==> src/rtl/serial_adder_pkg.sv <==
// serial_adder_pkg: shared FSM states and TinyTapeout uio pin map for the serial adder
package serial_adder_pkg;
    typedef enum logic [1:0] {
        ST_IDLE  = 2'd0,
        ST_SHIFT = 2'd1,
        ST_DONE  = 2'd2
    } state_t;
    localparam int LOAD_A = 0;
    localparam int LOAD_B = 1;
    localparam int START  = 2;
    localparam int CIN    = 3;
    localparam int OVF    = 4;
    localparam int COUT   = 5;
    localparam int DONE   = 6;
    localparam int BUSY   = 7;
    localparam logic [7:0] UIO_OE_MASK = 8'hF0;
endpackage

==> src/rtl/serial_adder_full_adder.sv <==
// full_adder: one-bit combinational full adder cell, the serial datapath
module full_adder (
    input  logic a,
    input  logic b,
    input  logic ci,
    output logic s,
    output logic co
);
    assign s  = a ^ b ^ ci;
    assign co = (a & b) | (ci & (a ^ b));
endmodule

==> src/rtl/serial_adder_ctrl.sv <==
// serial_adder_ctrl: LSB-first bit-serial adder controller around a single full_adder
module serial_adder_ctrl
    import serial_adder_pkg::*;
#(
    parameter int WIDTH = 8
) (
    input  logic       clk,
    input  logic       rst_n,
    input  logic       ena,
    input  logic [7:0] ui_in,
    input  logic [7:0] uio_in,
    output logic [7:0] uo_out,
    output logic [7:0] uio_out,
    output logic [7:0] uio_oe
);
    localparam int CW = $clog2(WIDTH);
    state_t state, state_d;
    logic [WIDTH-1:0] opa, opb, psum, sum;
    logic [CW-1:0] count;
    logic carry, cout, ovf, start_q, s, co, start_edge, load, last, busy, done;
    logic unused_ok;
    full_adder u_fa (.a(opa[0]), .b(opb[0]), .ci(carry), .s(s), .co(co));
    assign start_edge = uio_in[START] & ~start_q;
    assign load       = uio_in[LOAD_A] | uio_in[LOAD_B];
    assign last       = count == CW'(WIDTH - 1);
    assign busy       = state == ST_SHIFT;
    assign done       = state == ST_DONE;
    assign unused_ok  = &{1'b0, ui_in, uio_in[7:4]};
    always_comb begin
        state_d = !ena ? state
                : busy ? (last ? ST_DONE : ST_SHIFT)
                : start_edge ? ST_SHIFT
                : (done && !load) ? ST_DONE : ST_IDLE;
    end
    always_ff @(posedge clk or negedge rst_n) begin
        if (!rst_n) state <= ST_IDLE;
        else        state <= state_d;
    end
    // start priority over loads outside SHIFT; everything frozen while ena is low
    always_ff @(posedge clk or negedge rst_n) begin
        if (!rst_n) begin
            opa     <= '0;
            opb     <= '0;
            psum    <= '0;
            sum     <= '0;
            count   <= '0;
            carry   <= 1'b0;
            cout    <= 1'b0;
            ovf     <= 1'b0;
            start_q <= 1'b0;
        end else if (ena) begin
            start_q <= uio_in[START];
            if (busy) begin
                opa   <= opa >> 1;
                opb   <= opb >> 1;
                psum  <= {s, psum[WIDTH-1:1]};
                carry <= co;
                count <= count + 1'b1;
                if (last) begin
                    sum  <= {s, psum[WIDTH-1:1]};
                    cout <= co;
                    ovf  <= carry ^ co;
                end
            end else if (start_edge) begin
                carry <= uio_in[CIN];
                count <= '0;
            end else begin
                if (uio_in[LOAD_A]) opa <= ui_in[WIDTH-1:0];
                if (uio_in[LOAD_B]) opb <= ui_in[WIDTH-1:0];
            end
        end
    end
    always_comb begin
        uio_out       = '0;
        uio_out[BUSY] = busy;
        uio_out[DONE] = done;
        uio_out[COUT] = cout;
        uio_out[OVF]  = ovf;
    end
    assign uo_out = 8'(sum);
    assign uio_oe = UIO_OE_MASK;
endmodule

==> config.mk <==
export PLATFORM = sky130hd
export DESIGN_NAME = serial_adder_ctrl
export DESIGN_NICKNAME = d
export VERILOG_FILES = /design/src/rtl/serial_adder_pkg.sv /design/src/rtl/serial_adder_full_adder.sv /design/src/rtl/serial_adder_ctrl.sv
export SDC_FILE = /design/constraint.sdc
export NUM_CORES = 1
export LEC_CHECK = 0
export CELL_PAD_IN_SITES_DETAIL_PLACEMENT = 1
export CELL_PAD_IN_SITES_GLOBAL_PLACEMENT = 2
export CORE_AREA = 8 8 85 87
export CTS_BUF_LIST = sky130_fd_sc_hd__clkbuf_4
export CTS_CLUSTER_SIZE = 30
export DETAILED_ROUTE_END_ITERATION = 16
export DIE_AREA = 0 0 93 95
export GPL_TIMING_DRIVEN = 0
export PLACE_DENSITY = 0.8
export REMOVE_ABC_BUFFERS = 1
export SYNTH_ARGS = -nofsm -noshare
export SYNTH_HDL_FRONTEND = slang
export SYNTH_SLANG_ARGS = --single-unit
==> constraint.sdc <==
create_clock -name clk -period 2.1 [get_ports clk]
set_input_delay 0.63 -clock clk [delete_from_list [all_inputs] [get_ports clk]]
set_output_delay 0.63 -clock clk [all_outputs]
set_load 0.02 [all_outputs]
# == Yosys cells after proc, flatten, opt, wreduce, memory -nomap -nowiden ==
# Index checks and enable logic that the tools add are counted.
# W data, S select, Z words.
# totals
ff_bits,41
latchBits,0
mem_bits_rw,0
mem_bits_ro,0
input_bits,19
word_cells,48
memories,0
# classes
n_addsub,1
mul,0
div,0
order_cmp,0
n_eq_ne,4
shift,0
n_mux,14
bitwise,9
n_reduce_logical,10
# op_table
operator,count
$mux W8,6
$reduce_and A3 Y1,3
$mux W2,4
$mux W3,2
$reduce_bool A2 Y1,3
$reduce_and A2 Y1,2
$add A3 B1 Y3 const B,1
$and A1 B1 Y1,3
$eq A3 B3 Y1 const B,1
$xor A1 B1 Y1,3
$eq A2 B1 Y1 const B,1
$eq A2 B2 Y1 const B,1
$mux W1,2
$ne A2 B1 Y1 const B,1
$or A1 B1 Y1,2
$logic_and A1 B1 Y1,1
$logic_not A1 Y1,1
$not A1 Y1,1

# == Logic depth before layout (Yosys ltp) ==
# logic_depth
word_depth,6
ltp_mapped,6
depth_no_buf,5

# == Cells and area by module ==
# A second synthesis with hierarchy kept.
# hier_totals
cells_unflattened,146
hier_area_um2,2021.9
# by_module_without_submodules
module,n_inst,cells_each,area_each_um2
serial_adder_ctrl,1,145,2001.9
full_adder,1,1,20.0

# == Worst setup path before layout ==
# No wires, ideal clock.
# synth_path
path_kind,input-to-reg
start,in uio_in[2]
end,reg opa[0]
arrival_time_ns,1.558
slack_ns,0.417
path_stages,4
path_buffers,1
cell_sequence,nor2b_1 > clkbuf_2 > o21ai_2 > mux2_2
# synth_via
elab_chain_len,3
# synth_rtl
item,line_no,source
"start, declared",serial_adder_ctrl.sv:11,"input logic [7:0] uio_in,"
$and A1 B1 Y1,serial_adder_ctrl.sv:23,assign start_edge = uio_in[START] & ~start_q;
$ne A2 B1 Y1 (no source line),--,
$reduce_and A3 Y1 (no source line),--,
"end signal, assigned",serial_adder_ctrl.sv:54,opa <= opa >> 1;
"end signal, assigned",serial_adder_ctrl.sv:68,if (uio_in[LOAD_A]) opa <= ui_in[WIDTH-1:0];
"end, declared",serial_adder_ctrl.sv:18,"logic [WIDTH-1:0] opa, opb, psum, sum;"
# No other way between the ends.
# A chain may end at the register's enable or synchronous reset.

# == Worst setup path after layout ==
# layout_path
start,reg state[1]
end,out uio_out[7]
# layout_via
elab_chain_len,1
# layout_rtl
item,line_no,source
"start, declared",serial_adder_ctrl.sv:17,"state_t state, state_d;"
"start signal, assigned",serial_adder_ctrl.sv:37,else state <= state_d;
$eq A2 B1 Y1,serial_adder_ctrl.sv:26,assign busy = state == ST_SHIFT;
"end, declared",serial_adder_ctrl.sv:13,"output logic [7:0] uio_out,"
# No other way between the ends.

==> results by group <==
Power
  – Power per cell area: 1400 mW/mm²
  – Pint: 2.17 mW
  – Power share of the clock group: 15.8%
  – Static leakage: 1.04 nW
  – Sw Pwr: 1.06 mW
  – Gate power share: 43.2%
  – VDD IR max: 0.646 mV
  – Switching Fraction: 32.9%
  – Sequential share of power: 40.9%

Global routing
  – Vias in the first global route: 1377
  – First-pass GRT wire length: 6.53 mm
  – GRT Overall Usage: 9.47%
  – GR Overflow Total: 0
  – Largest net degree at the start of global routing: 41
  – Initial antenna violation count: 0

Status
  – Status: finished clean

Placed design
  – Routability cong.: 0.680
  – Dpl hpwl: 2.79 mm
  – Inst Count DP: 236
  – IO Port Bufs: 26
  – DP Worst Slack: -0.763 ns
  – DP Area: 0.00222 mm²

Timing
  – Period minus WS final: 2.03 ns
  – Max-slew headroom: 40.8%
  – Fin. max-slew vios: 0
  – Clk_skew: 0.0104 ns
  – Final cycle utilization of the critical path: 96.6%
  – Least-Margin Pin Slew: 0.888 ns
  – Endpoints failing hold: 0
  – Final worst setup slack: 0.0723 ns
  – Setup Viol. Count Final: 0
  – Unrepaired setup endpoints after global routing: no
  – WHS: 0.394 ns
  – Max Clock Freq: 493 MHz

Drt
  – Routed WL: 3.86 mm
  – Met3 WL: 236 µm
  – Max layer used: met4
  – DR DRC count: 0
  – Detailed-route wire length per cell: 15.8 µm
  – Met2 Routed Length: 2.01 mm
  – Via count: 1156
  – Drt pass-1 iters: 3
  – Post-route antenna net violation count: 0
  – Met1 wire length: 1.57 mm
  – DRT iter0 DRCs: 43
  – Vias per cell: 4.72

Run
  – Max Cap Viol: 0

Synthesis
  – Post-Synthesis Cells: 147
  – Sequential element share of the synthesized area: 50.0%
  – Main synth FF type: dfrtp_1
  – Register bit total from synthesis: 40
  – Simple-gate share of the synthesized area: 3.81%
  – Post-Synth XOR/XNOR Area: 0.437%
  – Largest family of logic cells by synthesized area: multiplexers
  – Count of cell types in the netlist: 35
  – Synth Area in Adders: 2.88%
  – Mux cell area share after synthesis: 26.9%
  – Synth Area in Compound Gates: 6.44%
  – Number of flops mapped to enable cells by yosys: 0
  – Ys async rst share: 100%
  – Mean Syn Cell Area: 13.6 µm²
  – Cell area after synthesis: 0.00200 mm²
  – Syn. warnings: 0

Setup path
  – Largest stage delay, worst path: 0.45 ns
  – Slowest cell on the critical path: dfrtp_1
  – CP endpoint kind: output pin
  – Critical Path AT: 1.40 ns
  – Capture point of the worst path: uio_out[7]
  – R2R setup slack: 0.29 ns
  – Crit path cell chain: nand2b_4 > inv_8 > buf_2
  – WP data required: 1.47 ns
  – CP Max Fanout: 14
  – Startpoint types: flip-flop
  – CP startpoint: state[1]$_DFFE_PN0P_
  – Worst Path Class, Setup: reg -> out
  – Worst r2r src: count[0]$_DFFE_PN0P_
  – Critical R2R Capture: uo_out[3]$_DFFE_PN0P_
  – Worst Reg-to-Reg Cells: 4

Finish
  – Share of cells above drive strength 1: 37.1%
  – Synth-to-Final Area Change: 15.7%
  – Layout filler cell count: 626
  – Non-Filler Instances: 245
  – Multi-input combinational cell area: 863 µm²
  – Register area: 0.00100 mm²
  – Layout Nets: 192
  – N_diodes: 0
  – Fin area: 0.00232 mm²

Floorplanning
  – Core Box Area: 0.00582 mm²
  – Starting Density: 34.4%
  – Die area: 0.00884 mm²
  – Site row count: 28
  – Die width: 93 µm
  – Die H: 95 µm
  – Ports: 43

Clock network
  – Skew-Pair Late Insertion Delay: 0.34 ns
  – CTS tree: built
  – Clock tree buffer depth: 2
  – CTS buffer count: 5
  – Sink Count: 40
  – CTS root buffer: clkbuf_4
  – H-tree Lvls: 2
  – Clock-pin slew on the worst setup and hold paths: 0.12 ns

Min path
  – Hold Crit Class: in -> async
-- worst min path at each step --
stage                                  to  cells past startpoint  slack (ns)
floorplan               carry$_DFFE_PN0P_                      0        0.33
global placement     count[0]$_DFFE_PN0P_                      1        0.47
detailed placement  uo_out[1]$_DFFE_PN0P_                      1        0.50
CTS                 uo_out[2]$_DFFE_PN0P_                      1        0.43
global route        uo_out[2]$_DFFE_PN0P_                      1        0.44
finish              uo_out[5]$_DFFE_PN0P_                      1        0.39
-- flip-flops by register name, indices dropped and copies added (netlist names) --
name     flops
carry        1
ovf          1
opb          8
start_q      1
count        3
opa          8
psum         7
uo_out       8
state        2
cout         1
-- what timing repair did --
| item | in CTS | in global routing |
|---|---|---|
| hold buffers | 0 | 0 |
| endpoints found under the setup margin | 30 | 0 |
| hold endpoints to repair | 0 | 0 |
| setup buffers | 1 | 0 |
| resized for setup | 9 | 0 |
-- power groups by stage --
stage                     Sequential [mW]  Combinational, mW  Clock [mW]
final                                1.32               1.40       0.511
after detailed placement             1.35               1.41           0
after global placement               1.32               1.34           0
after floorplan                      1.38              0.900           0
after global routing                 1.38               1.54       0.567
after CTS                            1.33               1.43       0.532
-- synthesized netlist by cell type, drive strengths merged (3+ instances only) --
master  number  area share [%]
nand2        4            0.75
a21oi        4             1.0
ha           3             1.9
inv          4            0.88
dfrtp       40              50
o21ai        4             1.8
mux2        45              26
buf         20             7.8
-- worst max-delay path: cells and delay by family (launching register included) --
family | cells | cell delay, ns
and+or+nand+nor | 1 | 0.26
DFF | 1 | 0.45
buffers and inverters | 2 | 0.34
-- logic make-up (layout without fill, tap and decap cells) --
kind of cell / Yosys count / in the layout
AOI/OAI and AO/OA: 16 / 16
xor gates and xnor gates: 1 / 1
adders and majority gates: 4 / 4
buffers and inverters: 26 / 39
DFF: 40 / 40
muxes: 46 / 46
other: 2 / 12
and+or+nand+nor: 12 / 12
-- layout by cell type (no fill, tap or decap), types with 2 or more instances in the layout --
cell type / n
a21oi_1: 4
a32o_1: 2
buf_2: 2
clkbuf_4: 6
clkdlybuf4s50_1: 22
conb_1: 12
dfrtp_1: 40
dlygate4sd2_1: 2
ha_1: 3
inv_1: 3
mux2_2: 39
mux2_4: 6
nand2_1: 4
nand3_1: 2
o21ai_0: 2
o21ai_4: 2
-- layer usage --
metal / global-route usage, % / vias to the layer above
li1: - / 530
met4: 4.30 / 0
met2: 16.6 / 32
met1: 10.2 / 586
met5: 0 / -
met3: 3.17 / 8
-- area by class of cell --
class | count | share of cell area [%]
inverters | 4 | 0.972
multi-input cells | 91 | 37.3
repair buffers | 27 | 11.0
clock inverters | 2 | 1.51
flip-flops and latches | 40 | 43.2
clock buffers | 6 | 1.94
well taps | 75 | 4.05
-- stage by stage --
step / util (%) / total power, mW / setup TNS (ns)
CTS: 39.8 / 3.29 / 0
finish: 39.8 / 3.23 / 0
floorplan: - / 2.28 / 0
global placement: 38.3 / 2.66 / -39.98
detailed placement: 38.2 / 2.75 / -19.57
global route: 39.8 / 3.48 / 0
No activity file was read; power rests on OpenSTA's default activity.
